[config.mk]
export PLATFORM = sky130hd
export DESIGN_NAME = parallel_xor_descrambler
export DESIGN_NICKNAME = d
export VERILOG_FILES = /design/src/rtl/parallel_xor_descrambler.sv
export SDC_FILE = /design/constraint.sdc
export NUM_CORES = 1
export LEC_CHECK = 0
export CELL_PAD_IN_SITES_DETAIL_PLACEMENT = 0
export CELL_PAD_IN_SITES_GLOBAL_PLACEMENT = 1
export CORE_MARGIN = 5
export CORE_UTILIZATION = 39
export DETAILED_ROUTE_END_ITERATION = 10
export PLACE_DENSITY_LB_ADDON = 0.3
export SLEW_MARGIN = 15
export SYNTH_ARGS = -nofsm -noshare
export SYNTH_HDL_FRONTEND = slang
export SYNTH_SLANG_ARGS = --single-unit
[constraint.sdc]
create_clock -name clk -period 3.7 [get_ports clk]
set_input_delay 0.74 -clock clk [delete_from_list [all_inputs] [get_ports clk]]
set_output_delay 0.74 -clock clk [all_outputs]
set_load 0.1 [all_outputs]
[src/rtl/parallel_xor_descrambler.sv]
// Parallel self-synchronised-free XOR descrambler: one W-bit word per cycle is XORed with
// W consecutive keystream bits of a 16-bit Fibonacci LFSR, behind a one-deep output register.
module parallel_xor_descrambler #(
    parameter int unsigned S = 3,
    localparam int unsigned W = 2 ** S
) (
    input  logic         clk,
    input  logic         rst,
    input  logic         seed_load,
    input  logic [15:0]  seed,
    input  logic         in_valid,
    output logic         in_ready,
    input  logic [W-1:0] in_data,
    output logic         out_valid,
    input  logic         out_ready,
    output logic [W-1:0] out_data,
    output logic [15:0]  word_count
);

    typedef enum logic {StIdle, StRun} state_e;

    state_e         state_q, state_d;
    logic [15:0]    lfsr_q, lfsr_d;
    logic           out_valid_q, out_valid_d;
    logic [W-1:0]   out_data_q, out_data_d;
    logic [15:0]    word_count_q, word_count_d;

    logic [W-1:0]   keystream;
    logic [15:0]    lfsr_adv;
    logic           in_hs;
    logic           out_hs;

    function automatic logic [15:0] lfsr_step(input logic [15:0] l);
        return {l[14:0], l[15] ^ l[13] ^ l[12] ^ l[10]};
    endfunction

    // Unroll W LFSR steps: bit i of the word sees the keystream bit of step i.
    always_comb begin
        lfsr_adv  = lfsr_q;
        keystream = '0;
        for (int unsigned i = 0; i < W; i++) begin
            keystream[i] = lfsr_adv[15];
            lfsr_adv     = lfsr_step(lfsr_adv);
        end
    end

    assign in_ready = (state_q == StRun) & ~seed_load & (~out_valid_q | out_ready);
    assign in_hs    = in_valid & in_ready;
    assign out_hs   = out_valid_q & out_ready;

    always_comb begin
        state_d      = state_q;
        lfsr_d       = lfsr_q;
        out_valid_d  = out_valid_q;
        out_data_d   = out_data_q;
        word_count_d = word_count_q;

        if (seed_load) begin
            state_d = StRun;
            // An all-zero seed would lock the LFSR at zero forever.
            lfsr_d  = (seed == 16'h0000) ? 16'hFFFF : seed;
        end else if (in_hs) begin
            lfsr_d = lfsr_adv;
        end

        if (in_hs) begin
            out_data_d  = in_data ^ keystream;
            out_valid_d = 1'b1;
        end else if (out_hs) begin
            out_valid_d = 1'b0;
        end

        if (out_hs && (word_count_q != 16'hFFFF)) begin
            word_count_d = word_count_q + 16'd1;
        end
    end

    always_ff @(posedge clk) begin
        if (rst) begin
            state_q      <= StIdle;
            lfsr_q       <= 16'hFFFF;
            out_valid_q  <= 1'b0;
            out_data_q   <= '0;
            word_count_q <= '0;
        end else begin
            state_q      <= state_d;
            lfsr_q       <= lfsr_d;
            out_valid_q  <= out_valid_d;
            out_data_q   <= out_data_d;
            word_count_q <= word_count_d;
        end
    end

    assign out_valid  = out_valid_q;
    assign out_data   = out_data_q;
    assign word_count = word_count_q;

endmodule

# [Word level (Yosys, flattened, before mapping)]
# Cells that the tools add are included.
[totals] register_bits=42 inputBits=29 out_inout_bits=26 wordCells=48
[op_classes] add_sub_neg=1 n_eq_ne=1 mux=5 bitwise_logic=32 reduce_logical=4
[op_table] operator="16-bit 2-to-1 mux" count=3
[op_table] operator="1-bit bitwise XOR" count=24
[op_table] operator="16-bit by 1-bit adder with 16-bit output (second input constant)" count=1
[op_table] operator="16-bit logical NOT" count=1
[op_table] operator="16-bit != test (second input constant)" count=1
[op_table] operator="8-bit bitwise XOR" count=1
[op_table] operator="1-bit bitwise AND" count=4
[op_table] operator="2-bit nonzero test" count=2
[op_table] operator="1-bit 2-to-1 mux" count=2
[op_table] operator="1-bit inverter" count=2
[op_table] operator="1-bit logical AND" count=1
[op_table] operator="1-bit bitwise OR" count=1

# [Depth between registers and ports, before layout]
[depth] depth_word=6 mapped_depth=6 mapped_depth_nobuf=5

# [Worst setup path before layout]
# OpenSTA, ideal clock, no wires.
[synth_path] kind="register to output" from="reg out_valid_q, in the netlist out_valid" to="out in_ready" t_arrival_ps=2308 t_required_ps=2960 path_slack_ps=652 stages_incl_launch_ff=4 path_buffers=0 path_cell_list="dfxtp_1 nand2b_1 nand2_1 nor2_1"
[synth_via] elab_chain_len=3
[synth_rtl] item="from (decl)" line_no="24" text="logic out_valid_q, out_valid_d;"
[synth_rtl] item="from (signal assigned)" line_no="88" text="out_valid_q <= out_valid_d;"
[synth_rtl] item="1-bit inverter" line_no="47" text="assign in_ready = (state_q == StRun) & ~seed_load & (~out_valid_q | out_ready);"
[synth_rtl] item="1-bit bitwise OR" line_no="47"
[synth_rtl] item="1-bit bitwise AND" line_no="47"
[synth_rtl] item="to (decl)" line_no="12" text="output logic in_ready,"
# Every way passes these cells.

# [Worst setup path in the final report]
[layout_path] from="in out_ready" to="out in_ready"
[layout_via] elab_chain_len=2
[layout_rtl] item="from (decl)" line_no="15" text="input logic out_ready,"
[layout_rtl] item="1-bit bitwise OR" line_no="47"
[layout_rtl] item="1-bit bitwise AND" line_no="47"
# Every way passes these cells.

==> results.json <==
{
  "wl_um": 5320,
  "rows": 27,
  "first_global_vias": 1759,
  "yosysTopAreaCellShare_pct": 39.3,
  "pre_cts_ws_ns": 0.925,
  "synthArstFlopShare_pct": 0,
  "p_int_w": 0.000774,
  "hold_buffers": 0,
  "core_um2": 5410,
  "min_period_ns": 2.79,
  "setup_violations": 0,
  "path_class": "in -> out",
  "endpoint_kind": "output pin",
  "required_ns": 2.96,
  "die_y_um": 84.1,
  "dp_hpwl_um": 3900,
  "ctsResizeCount": 0,
  "gp_congestion": 0.805,
  "h-tree-depth": 2,
  "swShare_pct": 28.4,
  "fmax_mhz": 358,
  "mostFrequentLayoutCell": "clkdlybuf4s50_1",
  "cts_sinks": 42,
  "cp_slowest_cell": "clkdlybuf4s50_1",
  "hold_viol": 0,
  "fin_skew_ns": 0.0103,
  "diodes": 0,
  "vias_per_cell": 5.30,
  "synth_nets": 270,
  "cts_tree": "done",
  "switching_power_w": 0.000308,
  "status": "complete, no violations",
  "synth.lib_cells_used.distinct": 41,
  "hold_path_class": "reg -> reg",
  "avgRoutedWirePerCell_um": 14.7,
  "seqPwrFrac_pct": 46.7,
  "syn_inst": 240,
  "post_synth_mux_area_share_pct": 2.57,
  "cp_cell_sequence": "clkdlybuf4s50_1 -> nand2b_1 -> nand2_1 -> nor2_1 -> buf_12",
  "synth_edf_count": 0,
  "post_cts_buffers": 0,
  "crit_arrival_ns": 2.05,
  "layout_setup_ws_ns": 0.910,
  "dieArea_um2": 7070,
  "portBuffers": 54,
  "synth-compound-area-share_pct": 21.8,
  "initial_core_util_pct": 39.6,
  "antenna_found_initial": 0,
  "ys_top_cells_by_area": "dfxtp_1 39%, xnor2_1 7.8%, a21oi_1 4.2%, xor2_1 4.1%, a211oi_1 3.9%",
  "clk_latency_ns": 0.30,
  "p_leak_nw": 0.965,
  "cts_made_buffers": 5,
  "ir_worst_vdd_mv": 0.192,
  "grt_overflow": 0,
  "firstDrtPassIters": 4,
  "drv_cap": 0,
  "cp_slowest_stage_delay_ns": 0.59,
  "synthXorXnorAreaFrac_pct": 11.9,
  "max_slew.worst_pin.slew_ns": 0.979,
  "grt_max_degree": 38,
  "synth_area_leader_cell": "dfxtp_1",
  "combPwrFrac_pct": 19.1,
  "grt_use_total_pct": 15.2,
  "synth.avg_cell_area_um2": 8.91,
  "synth_flop_cell": "dfxtp_1",
  "cts-root-buf": "clkbuf_8",
  "num_vias": 1920,
  "grt_pass1_wl_um": 8760,
  "synth_fa_ha_area_share_pct": 0.585,
  "synth-seq-area-share_pct": 39.3,
  "die_x_um": 84.1,
  "ys.warnings.count": 0,
  "synth-seq-cells": 42,
  "power-per-cell-area_nw_per_um2": 381,
  "crit_fanout": 7,
  "cts.clk_slew.worst_paths_ns": 0.09,
  "relSlewSlack_pct": 34.5,
  "drt_iter0_drc": 62,
  "syn_to_final_growth_pct": 32.9,
  "setup_tns_ns": 0,
  "rsz0062_at_grt": "false",
  "drive_above_1_share_pct": 6.21,
  "fin_crit_sh_pct": 75.4,
  "clk_path_buf_depth": 2,
  "slew_violations": 0,
  "route.detailed.drc": 0,
  "ant_nets": 0,
  "synth_top_family_by_area": "compound AO/OA/AOI/OAI gates",
  "power_frac_clock_pct": 34.2,
  "io-pin-count": 55,
  "synthSimpleGateAreaFrac_pct": 20.2,
  "worstSetupStartpointType": "input port",
  "layout_common_cells": "53 x clkdlybuf4s50_1, 42 x dfxtp_1, 19 x xnor2_1",
  "syn-cell-area_um2": 2140,
  "nets": 319
}
[synthesized netlist by cell type, drive strengths merged (2+ instances only)]
master and count:
or4 4, nor4 5, nand2 18, mux2 4
inv 3, o21ai 11, and4 6, or3 4
o22ai 8, clkbuf 8, a221oi 8, xnor2 19
buf 7, nand3 5, xor2 10, nand4 4
dfxtp 42, nor2b 4, o31ai 5, and3 4
a21oi 18, nand2b 2, a211oi 11, nor2 18
[power groups by stage]
stage                     clock [W]  combinational [W]  sequential (W)
after CTS                  0.000378           0.000207        0.000506
after floorplan                   0           0.000116        0.000536
after global placement            0           0.000205        0.000517
after global routing       0.000400           0.000224        0.000510
final                      0.000370           0.000206        0.000506
after detailed placement          0           0.000205        0.000517
[through the flow]
stage | hold slack [ns] | utilization, % | std cells | power [W] | area (µm²)
detailed placement | 0.477 | 50.6 | 354 | 0.000722 | 2730
CTS | 0.497 | 52.6 | 362 | 0.00109 | 2840
floorplan | 0.451 | - | 240 | 0.000652 | 2140
global placement | 0.477 | 50.6 | 354 | 0.000722 | 2730
global route | 0.532 | 52.6 | 362 | 0.00113 | 2840
finish | 0.493 | 52.6 | 362 | 0.00108 | 2840
[worst max-delay path: cells and delay by family]
kind | cells | cell delay (ns)
buffers and inverters | 2 | 0.80
and+or+nand+nor | 3 | 0.49
[registers in the layout, summed over array words and instances (netlist names)]
name,count
word_count,16
out_data,8
state_q,1
lfsr_q,16
out_valid,1
[layout make-up]
cell class                      instances  area, µm²
Clock inverter                          2       37.5
Clock buffer                            6       72.6
Timing Repair Buffer                   57        573
Sequential cell                        42        841
Tap cell                               72       90.1
Fill cell                             522       2560
Inverter                                3       11.3
Multi-Input combinational cell        180       1220
[kinds of logic (layout without fill, tap and decap cells)]
family                     Yosys count  after routing
adders and majority gates            1              1
buffers and inverters               18             68
muxes                                5              5
DFF                                 42             42
AOI/OAI and AO/OA                   69             69
xor gates and xnor gates            29             29
and+or+nand+nor                     76             76
[routing by layer]
layer  GRT usage (%)  part of all wire [%]  wire, µm
met1            22.2                    50      2660
met2            21.3                    43      2280
met3            3.95                   5.1       271
met4            5.26                   2.1       112
met5               0                     0         0
[final timing paths]
path,startpoint,end,slack (ns),depth (start not counted)
setup / recovery,out_ready,in_ready,0.91,5
hold / removal,lfsr_q[2]$_SDFFE_PP1P_,lfsr_q[10]$_SDFFE_PP1P_,0.49,2
hold reg to reg,lfsr_q[2]$_SDFFE_PP1P_,lfsr_q[10]$_SDFFE_PP1P_,0.49,2
setup reg to reg,word_count[0]$_SDFFE_PP0P_,word_count[10]$_SDFFE_PP0P_,1.72,5
Power figures use the tool's default switching activity.
